**src/rtl/gate_drive_out_if.sv**
```systemverilog
// Bundle of the gate_drive_out control and gate signals.
// Direction convention: the master is the controller side (the PLL driver
// plus fault logic), which drives enable, phase, dead time and fault
// requests. The slave is gate_drive_out, which returns the gate drives,
// the fault latch and the debug view of its state.
interface gate_drive_out_if #(
    parameter int CHANNELS = 2,
    parameter int DT_WIDTH = 8
);
    logic                     enable;
    logic [CHANNELS-1:0]      phase_in;
    logic [DT_WIDTH-1:0]      dead_time;
    logic                     fault_in;
    logic                     fault_clear;
    logic [CHANNELS-1:0]      gate_p;
    logic [CHANNELS-1:0]      gate_n;
    logic                     fault_latched;
    logic                     active;
    // Debug view: per-channel FSM state and the arm flag.
    logic [CHANNELS-1:0][1:0] state_dbg;
    logic                     armed_dbg;

    modport master (
        output enable, phase_in, dead_time, fault_in, fault_clear,
        input  gate_p, gate_n, fault_latched, active, state_dbg, armed_dbg
    );

    modport slave (
        input  enable, phase_in, dead_time, fault_in, fault_clear,
        output gate_p, gate_n, fault_latched, active, state_dbg, armed_dbg
    );
endinterface

```
**src/rtl/gate_drive_out.sv**
```systemverilog
// Complementary half-bridge gate output stage, CHANNELS pairs.
// Each channel runs OFF -> DEAD -> P_ON/N_ON, with a dead interval of
// max(dead_time, 1) cycles after the last phase change before any side is
// driven. A fault latches and disarms the stage; enable must then be cycled
// low and high (after the latch is cleared) before the gates run again.
// All gate outputs are registered from the next-state value, so every
// transition is visible right after the edge that takes it.
module gate_drive_out #(
    parameter int CHANNELS = 2,
    parameter int DT_WIDTH = 8
) (
    input  logic            clk,
    input  logic            reset,
    gate_drive_out_if.slave bus
);

    localparam logic [1:0] ST_OFF  = 2'd0;
    localparam logic [1:0] ST_DEAD = 2'd1;
    localparam logic [1:0] ST_P_ON = 2'd2;
    localparam logic [1:0] ST_N_ON = 2'd3;

    logic [CHANNELS-1:0][1:0]          state_q;
    logic [CHANNELS-1:0][1:0]          state_d;
    logic [CHANNELS-1:0][DT_WIDTH-1:0] cnt_q;
    logic [CHANNELS-1:0][DT_WIDTH-1:0] cnt_d;
    logic [CHANNELS-1:0]               phase_q;
    logic [CHANNELS-1:0]               gate_p_d;
    logic [CHANNELS-1:0]               gate_n_d;
    logic [CHANNELS-1:0]               gate_p_q;
    logic [CHANNELS-1:0]               gate_n_q;
    logic                              active_q;
    logic                              armed_q;
    logic                              fault_q;
    logic                              shutdown;
    logic [DT_WIDTH-1:0]               dead_load;

    // A zero dead_time still yields one both-off cycle.
    always_comb begin
        dead_load = (bus.dead_time == '0) ? DT_WIDTH'(1) : bus.dead_time;
    end

    assign shutdown = bus.fault_in | ~bus.enable;

    // Per-channel next state and dead counter; shutdown overrides everything.
    always_comb begin
        state_d  = state_q;
        cnt_d    = cnt_q;
        gate_p_d = '0;
        gate_n_d = '0;
        for (int i = 0; i < CHANNELS; i++) begin
            if (shutdown) begin
                state_d[i] = ST_OFF;
                cnt_d[i]   = '0;
            end else begin
                case (state_q[i])
                    ST_OFF: begin
                        if (armed_q && !fault_q) begin
                            state_d[i] = ST_DEAD;
                            cnt_d[i]   = dead_load;
                        end
                    end
                    ST_DEAD: begin
                        if (bus.phase_in[i] != phase_q[i]) begin
                            // Phase moved: restart the whole interval.
                            cnt_d[i] = dead_load;
                        end else if (cnt_q[i] <= DT_WIDTH'(1)) begin
                            state_d[i] = bus.phase_in[i] ? ST_P_ON : ST_N_ON;
                        end else begin
                            cnt_d[i] = cnt_q[i] - DT_WIDTH'(1);
                        end
                    end
                    ST_P_ON: begin
                        if (!bus.phase_in[i]) begin
                            state_d[i] = ST_DEAD;
                            cnt_d[i]   = dead_load;
                        end
                    end
                    ST_N_ON: begin
                        if (bus.phase_in[i]) begin
                            state_d[i] = ST_DEAD;
                            cnt_d[i]   = dead_load;
                        end
                    end
                    default: begin
                        state_d[i] = ST_OFF;
                        cnt_d[i]   = '0;
                    end
                endcase
            end
            gate_p_d[i] = (state_d[i] == ST_P_ON);
            gate_n_d[i] = (state_d[i] == ST_N_ON);
        end
    end

    // Channel state, counters, phase history and registered gate drives.
    always_ff @(posedge clk or posedge reset) begin
        if (reset) begin
            state_q  <= '0;
            cnt_q    <= '0;
            phase_q  <= '0;
            gate_p_q <= '0;
            gate_n_q <= '0;
            active_q <= 1'b0;
        end else begin
            state_q  <= state_d;
            cnt_q    <= cnt_d;
            phase_q  <= bus.phase_in;
            gate_p_q <= gate_p_d;
            gate_n_q <= gate_n_d;
            active_q <= |(gate_p_d | gate_n_d);
        end
    end

    // Fault latch and arm flag; a fault request beats a simultaneous clear.
    always_ff @(posedge clk or posedge reset) begin
        if (reset) begin
            fault_q <= 1'b0;
            armed_q <= 1'b0;
        end else if (bus.fault_in) begin
            fault_q <= 1'b1;
            armed_q <= 1'b0;
        end else begin
            if (bus.fault_clear) begin
                fault_q <= 1'b0;
            end
            if (!bus.enable && !fault_q) begin
                armed_q <= 1'b1;
            end
        end
    end

    assign bus.gate_p        = gate_p_q;
    assign bus.gate_n        = gate_n_q;
    assign bus.fault_latched = fault_q;
    assign bus.active        = active_q;
    assign bus.state_dbg     = state_q;
    assign bus.armed_dbg     = armed_q;

endmodule

```
**src/flat_wrapper.sv**
```systemverilog
// flat-port wrapper written by rule: the top's interface ports become plain ports
module gate_drive_out_flat 
#(
    parameter int CHANNELS = 2,
    parameter int DT_WIDTH = 8
)
  (clk, reset, bus_enable, bus_phase_in, bus_dead_time, bus_fault_in, bus_fault_clear, bus_gate_p, bus_gate_n, bus_fault_latched, bus_active, bus_state_dbg, bus_armed_dbg);
  gate_drive_out_if #(.CHANNELS(CHANNELS), .DT_WIDTH(DT_WIDTH)) bus_i ();
  input  logic clk;
  input  logic reset;
  input wire logic [$bits(bus_i.enable)-1:0] bus_enable;
  input wire logic [$bits(bus_i.phase_in)-1:0] bus_phase_in;
  input wire logic [$bits(bus_i.dead_time)-1:0] bus_dead_time;
  input wire logic [$bits(bus_i.fault_in)-1:0] bus_fault_in;
  input wire logic [$bits(bus_i.fault_clear)-1:0] bus_fault_clear;
  output wire logic [$bits(bus_i.gate_p)-1:0] bus_gate_p;
  output wire logic [$bits(bus_i.gate_n)-1:0] bus_gate_n;
  output wire logic [$bits(bus_i.fault_latched)-1:0] bus_fault_latched;
  output wire logic [$bits(bus_i.active)-1:0] bus_active;
  output wire logic [$bits(bus_i.state_dbg)-1:0] bus_state_dbg;
  output wire logic [$bits(bus_i.armed_dbg)-1:0] bus_armed_dbg;
  assign bus_i.enable = bus_enable;
  assign bus_i.phase_in = bus_phase_in;
  assign bus_i.dead_time = bus_dead_time;
  assign bus_i.fault_in = bus_fault_in;
  assign bus_i.fault_clear = bus_fault_clear;
  assign bus_gate_p = bus_i.gate_p;
  assign bus_gate_n = bus_i.gate_n;
  assign bus_fault_latched = bus_i.fault_latched;
  assign bus_active = bus_i.active;
  assign bus_state_dbg = bus_i.state_dbg;
  assign bus_armed_dbg = bus_i.armed_dbg;
  gate_drive_out #(.CHANNELS(CHANNELS), .DT_WIDTH(DT_WIDTH)) u_core (.clk(clk), .reset(reset), .bus(bus_i));
endmodule
```
**config.mk**
```make
export PLATFORM = sky130hd
export DESIGN_NAME = gate_drive_out_flat
export DESIGN_NICKNAME = d
export VERILOG_FILES = /design/src/rtl/gate_drive_out_if.sv /design/src/rtl/gate_drive_out.sv /design/src/flat_wrapper.sv
export SDC_FILE = /design/constraint.sdc
export NUM_CORES = 1
export LEC_CHECK = 0
export ABC_CLOCK_PERIOD_IN_PS = 5200
export CAP_MARGIN = 20
export CELL_PAD_IN_SITES_DETAIL_PLACEMENT = 0
export CELL_PAD_IN_SITES_GLOBAL_PLACEMENT = 1
export CORE_MARGIN = 2
export CORE_UTILIZATION = 44
export DETAILED_ROUTE_END_ITERATION = 10
export GPL_ROUTABILITY_DRIVEN = 0
export GPL_TIMING_DRIVEN = 0
export PLACE_DENSITY_LB_ADDON = 0.1
export REMOVE_ABC_BUFFERS = 1
export SLEW_MARGIN = 15
export SYNTH_ARGS = -nofsm -noshare
export SYNTH_HDL_FRONTEND = slang
export SYNTH_SLANG_ARGS = --single-unit
```
**constraint.sdc**
```tcl
create_clock -name clk -period 5.2 [get_ports clk]
set_clock_uncertainty 0.1 [all_clocks]
set_input_delay 1.56 -clock clk [delete_from_list [all_inputs] [get_ports clk]]
set_output_delay 1.56 -clock clk [all_outputs]
set_load 0.01 [all_outputs]
```
# Word level (Yosys, flattened, before mapping)
# Cells that the tools add are included.
[totals] reg_bits=29 in_bits=15 out_inout_bits=11 wordCells=83
[classes] n_addsub=2 order_cmp=2 n_eq_ne=20 n_mux=34 bitwise=3 reduce_logical=12
[ops] op="8-bit 2-to-1 mux" n=12
[ops] op="8-bit one-hot mux with 4 select lines" n=2
[ops] op="2-bit 2-to-1 mux" n=12
[ops] op="2-bit equality test (second input constant)" n=8
[ops] op="8-bit by 1-bit less-or-equal comparator with 1-bit output (second input constant)" n=2
[ops] op="2-bit one-hot mux with 4 select lines" n=2
[ops] op="8-bit by 1-bit subtractor with 8-bit output (second input constant)" n=2
[ops] op="3-bit by 2-bit != test with 1-bit output (second input constant)" n=4
[ops] op="8-bit logical NOT" n=1
[ops] op="4-bit by 2-bit != test with 1-bit output (second input constant)" n=2
[ops] op="4-bit AND reduction" n=2
[ops] op="1-bit 2-to-1 mux" n=6
[ops] op="3-bit by 1-bit != test with 1-bit output (second input constant)" n=2
[ops] op="2-bit by 1-bit equality test with 1-bit output (second input constant)" n=2
[ops] op="2-bit logical NOT" n=2
[ops] op="2-bit nonzero test" n=2
[ops] op="1-bit logical AND" n=2
[ops] op="1-bit logical NOT" n=2
[ops] op="1-bit != test" n=2
[ops] op="2-bit OR" n=1
[ops] op="2-bit OR reduction" n=1
[ops] op="1-bit inverter" n=1
[ops] op="1-bit OR" n=1

# Logic depth before layout (Yosys ltp)
[depth] ltp_word=8 depth_mapped=7 mapped_depth_nobuf=6

# Worst setup path before layout
# Ideal clock, no wire load.
[synth_path] path_type="input port to flip-flop" from="input port bus_phase_in[0]" to="register u_core.cnt_q[2] in the netlist's numbering" setup_time_ns=0.126 arrival_ns=2.715 required_time_ns=4.974 slack_ns=2.259 stages=6 path_buffers=1 cell_sequence="buf_2 xor2_1 a22oi_1 o21ai_2 and2_2 a221o_1"
[synth_via] elab_chain_len=4 word_cells_on_any_way=8 cone_classes="eq/ne (4); mux (3); reduce/logical (1)"
[synth_rtl] element="start, declared" line="flat_wrapper.sv:12" rtl="input wire logic [$bits(bus_i.phase_in)-1:0] bus_phase_in;"
[synth_rtl] element="1-bit != test" line="gate_drive_out.sv:63" rtl="if (bus.phase_in[i] != phase_q[i]) begin"
[synth_rtl] element="8-bit 2-to-1 mux" line="gate_drive_out.sv:63"
[synth_rtl] element="8-bit one-hot mux with 4 select lines" line="gate_drive_out.sv:55" rtl="case (state_q[i])"
[synth_rtl] element="8-bit 2-to-1 mux" line="gate_drive_out.sv:51" rtl="if (shutdown) begin"
[synth_rtl] element="end signal, assigned" line="gate_drive_out.sv:106" rtl="cnt_q <= cnt_d;"
[synth_rtl] element="end, declared" line="gate_drive_out.sv:24" rtl="logic [CHANNELS-1:0][DT_WIDTH-1:0] cnt_q;"
# Parallel ways exist; a longest one is shown, timed or not.
# A chain may end at the register's enable or synchronous reset.

# Worst setup path in the final report
[layout_path] from="input port bus_phase_in[0]" to="register u_core.cnt_q[4] in the netlist's numbering"
# The elaborated chain is that of the path after synthesis.

==> run summary <==
======================================================================================================
Worst-case clock buffer depth ...........................................................            2
Post-CTS repair timing setup buffer count ...............................................            0
Peak fanout along the critical path .....................................................           15
Buffer and inverter count on the worst path .............................................            1
Die height ..............................................................................      67.5 um
Count of cell types in the netlist ......................................................           41
Die Outline Area ........................................................................  0.00456 mm2
Initial core utilization ................................................................        45.1%
Clock tree from TritonCTS ...............................................................         done
Clock insertion delay at the later pin of the skew report ...............................      0.29 ns
Status ..................................................................................    completed
Shortest clock period the worst path allows after layout ................................      3.41 ns
Avg Vias per Cell .......................................................................         5.82
Syn-to-layout area delta ................................................................        21.0%
Cell at the root of the clock tree ......................................................     clkbuf_8
Total clock buffers created by CTS ......................................................            5
Total stage count of the critical path ..................................................            6
Crit path cell chain .................................................................... clkdlybuf4s50_1 > xnor2_2 > nand3b_2 > nor2_1 > and4_2 > a211o_1
Routed via count ........................................................................         1578
DRC violation count after routing .......................................................            0
H-tree levels ...........................................................................            2
Maximum vdd drop ........................................................................       154 uV
GRT Residual Overflow ...................................................................            0
Total of buffers placed on input and output ports .......................................           25
Final setup fails .......................................................................            0
Critical path data required time ........................................................      5.33 ns
Number of synthesized flops with an enable pin ..........................................            0
Layout cell share with drive strength beyond 1 ..........................................        11.3%
Register bit count reported by yosys ....................................................           29
Estimated wirelength of the detail-placed design ........................................      3130 um
Post-route fraction of the period consumed by the critical path .........................        65.6%
Number of antenna violations at the first check in global routing .......................            0
Number of routed nets with antenna violations ...........................................            0
Static power due to leakage .............................................................  0.000987 uW
RSZ-0062 raised after global routing ....................................................        false
Kind of start point of the critical path ................................................ primary input
Global-route wire length before repair ..................................................      7310 um
Post-detailed-routing wire length .......................................................      4330 um
Nets ....................................................................................          239
Final slew viol count ...................................................................            0
Relative max-transition margin ..........................................................        41.5%
Post-Route Utilization ..................................................................        54.5%
CP max stage cell ....................................................................... clkdlybuf4s50_1
Syn Area/Cell ...........................................................................     9.11 um2
Setup TNS ...............................................................................         0 ns
Tightest Hold Check Type ................................................................ flop to flop
Slew @ Worst Pin ........................................................................     0.876 ns
CTS Hold Bufs ...........................................................................            0
Worst setup path category ............................................................... primary input to flop
Floorplan core area .....................................................................  0.00394 mm2
Clock Sink Count ........................................................................           29
Total number of placement rows ..........................................................           23
Number of violations reported at the end of detailed-routing iteration 0 ................          106
Total design power ......................................................................       478 uW
Total standard cell area after synthesis ................................................  0.00178 mm2
Peak clock frequency supported by timing ................................................      293 MHz
Proportion of synthesized flip-flops having asynchronous set or reset ...................         100%
CP top delay family ..................................................................... simple AND/OR/NAND/NOR gates
Depth of the most critical reg-to-reg path ..............................................            6
Routed wire per std cell ................................................................      16.0 um
Cell count after synthesis ..............................................................          195
Clock transition at the register clock pins on the worst setup and hold paths after CTS .      0.06 ns
Power density normalized to cell area ...................................................   222 mW/mm2
Number of global-route vias before repair ...............................................         1556
Endpoint kind of the worst setup timing path ............................................         flop
Max stage delay on crit path ............................................................      0.66 ns
Max Cap Viol ............................................................................            0
Warnings from Yosys .....................................................................            0
Post-CTS sizing .........................................................................            0
Post-synth top flop .....................................................................      dfrtp_1
X dimension of the die ..................................................................      67.5 um
Ant diodes ..............................................................................            0
Total track usage .......................................................................        21.7%
Proportion of synthesized chip area in sequential cells .................................        40.8%
Arrival time reported for the critical path endpoint ....................................      3.54 ns
Largest net degree at the start of global routing .......................................           20
Number of cells on the worst hold path ..................................................            1
Number of top-level pins ................................................................           26
Number of hold-slack violations in the final timing report ..............................            0
1st-pass router iterations ..............................................................            4
======================================================================================================
[layout make-up]
| cell class | count | area [um2] |
|---|---|---|
| clock inverters | 2 | 10.0 |
| fillers | 363 | 1790 |
| flip-flops and latches | 29 | 726 |
| multi-input cells | 150 | 971 |
| inverters | 8 | 30.0 |
| well taps | 50 | 62.6 |
| repair buffers | 26 | 278 |
| clock buffers | 6 | 72.6 |
[synth_stat cells, types with 3 or more instances]
cell / count / share of area, %
nor2_1: 23 / 4.9
dfrtp_1: 29 / 41
nor2b_1: 4 / 1.4
inv_1: 8 / 1.7
nor4_1: 7 / 2.5
nand2_1: 18 / 3.8
o211ai_1: 4 / 1.7
nor3_1: 3 / 0.84
o22ai_1: 4 / 1.4
a211o_1: 6 / 3.0
buf_2: 4 / 1.1
nand3_1: 8 / 2.3
a21oi_1: 22 / 6.2
ha_1: 4 / 2.8
a221oi_1: 4 / 2.0
[through the flow]
step / setup slack [ns] / std cells / area (um2) / hold slack (ns)
after floorplan: 2.38 / 187 / 1730 / 0.395
after global placement: 1.53 / 262 / 2040 / 0.413
after detailed placement: 1.52 / 263 / 2070 / 0.420
after CTS: 1.81 / 271 / 2150 / 0.438
after global routing: 1.63 / 271 / 2150 / 0.470
final: 1.79 / 271 / 2150 / 0.435
[cells by family after synthesis]
group / count (synthesis) / synth area share (%)
fa+ha+maj: 4 / 2.82
flops: 29 / 40.8
compound gates: 59 / 24.6
simple gates: 83 / 24.8
xor+xnor: 4 / 2.39
buf+inv: 16 / 4.51
[registers in the layout (all words and copies together), names as in the netlist]
name	flops
u_core.bus.active	1
u_core.bus.gate_p	2
u_core.bus.armed_dbg	1
u_core.phase_q	2
u_core.cnt_q	16
u_core.bus.fault_latched	1
u_core.bus.state_dbg	4
u_core.bus.gate_n	2
[path summary, 6_finish.rpt]
path	end	start	slack [ns]
worst min-delay path	u_core.cnt_q[7]$_DFFE_PP0P_	u_core.cnt_q[7]$_DFFE_PP0P_	0.43
worst max-delay path	u_core.cnt_q[4]$_DFFE_PP0P_	bus_phase_in[0]	1.79
min in group asynchronous	u_core.cnt_q[12]$_DFFE_PP0P_	reset	1.50
worst min register to register	u_core.cnt_q[7]$_DFFE_PP0P_	u_core.cnt_q[7]$_DFFE_PP0P_	0.43
worst max register to register	u_core.cnt_q[2]$_DFFE_PP0P_	u_core.cnt_q[0]$_DFFE_PP0P_	3.15
max in group asynchronous	u_core.bus.gate_p[0]$_DFF_PP0_	reset	3.02
[power by group]
part | total (uW) | leakage, uW | internal [uW] | switching (uW)
clock network | 183 | 0.0000450 | 92.5 | 90.2
logic | 61.5 | 0.000546 | 27.2 | 34.3
registers | 234 | 0.000396 | 229 | 4.24
total | 478 | 0.000987 | 349 | 129
[worst reg2reg max path, cell delays in order (launching register included)]
cell	delay, ns
dfrtp_1	0.40
inv_1	0.10
ha_1	0.28
o211ai_2	0.32
o21ai_2	0.14
and2_2	0.25
a221o_1	0.35
[cells in the final DEF, fill, tap and decap left out, types with 3 or more instances in the layout]
cell type,netlist,final
dfrtp_1,29,29
clkdlybuf4s50_1,0,25
nor2_1,23,23
a21oi_1,22,22
nand2_1,18,18
inv_1,8,8
nand3_1,8,8
nor4_1,7,7
a211o_1,6,6
clkbuf_8,0,5
nor2b_1,4,4
a221oi_1,4,4
o211ai_1,4,4
o22ai_1,4,4
ha_1,4,4
nor3_1,3,3
[metal layers]
metal / global-route usage, % / wire [um]
met3: 4.00 / 164
met2: 35.0 / 2100
met1: 27.9 / 1990
met4: 10.2 / 79
met5: 0 / 0
Note: power is estimated with default switching activity, not from simulation.
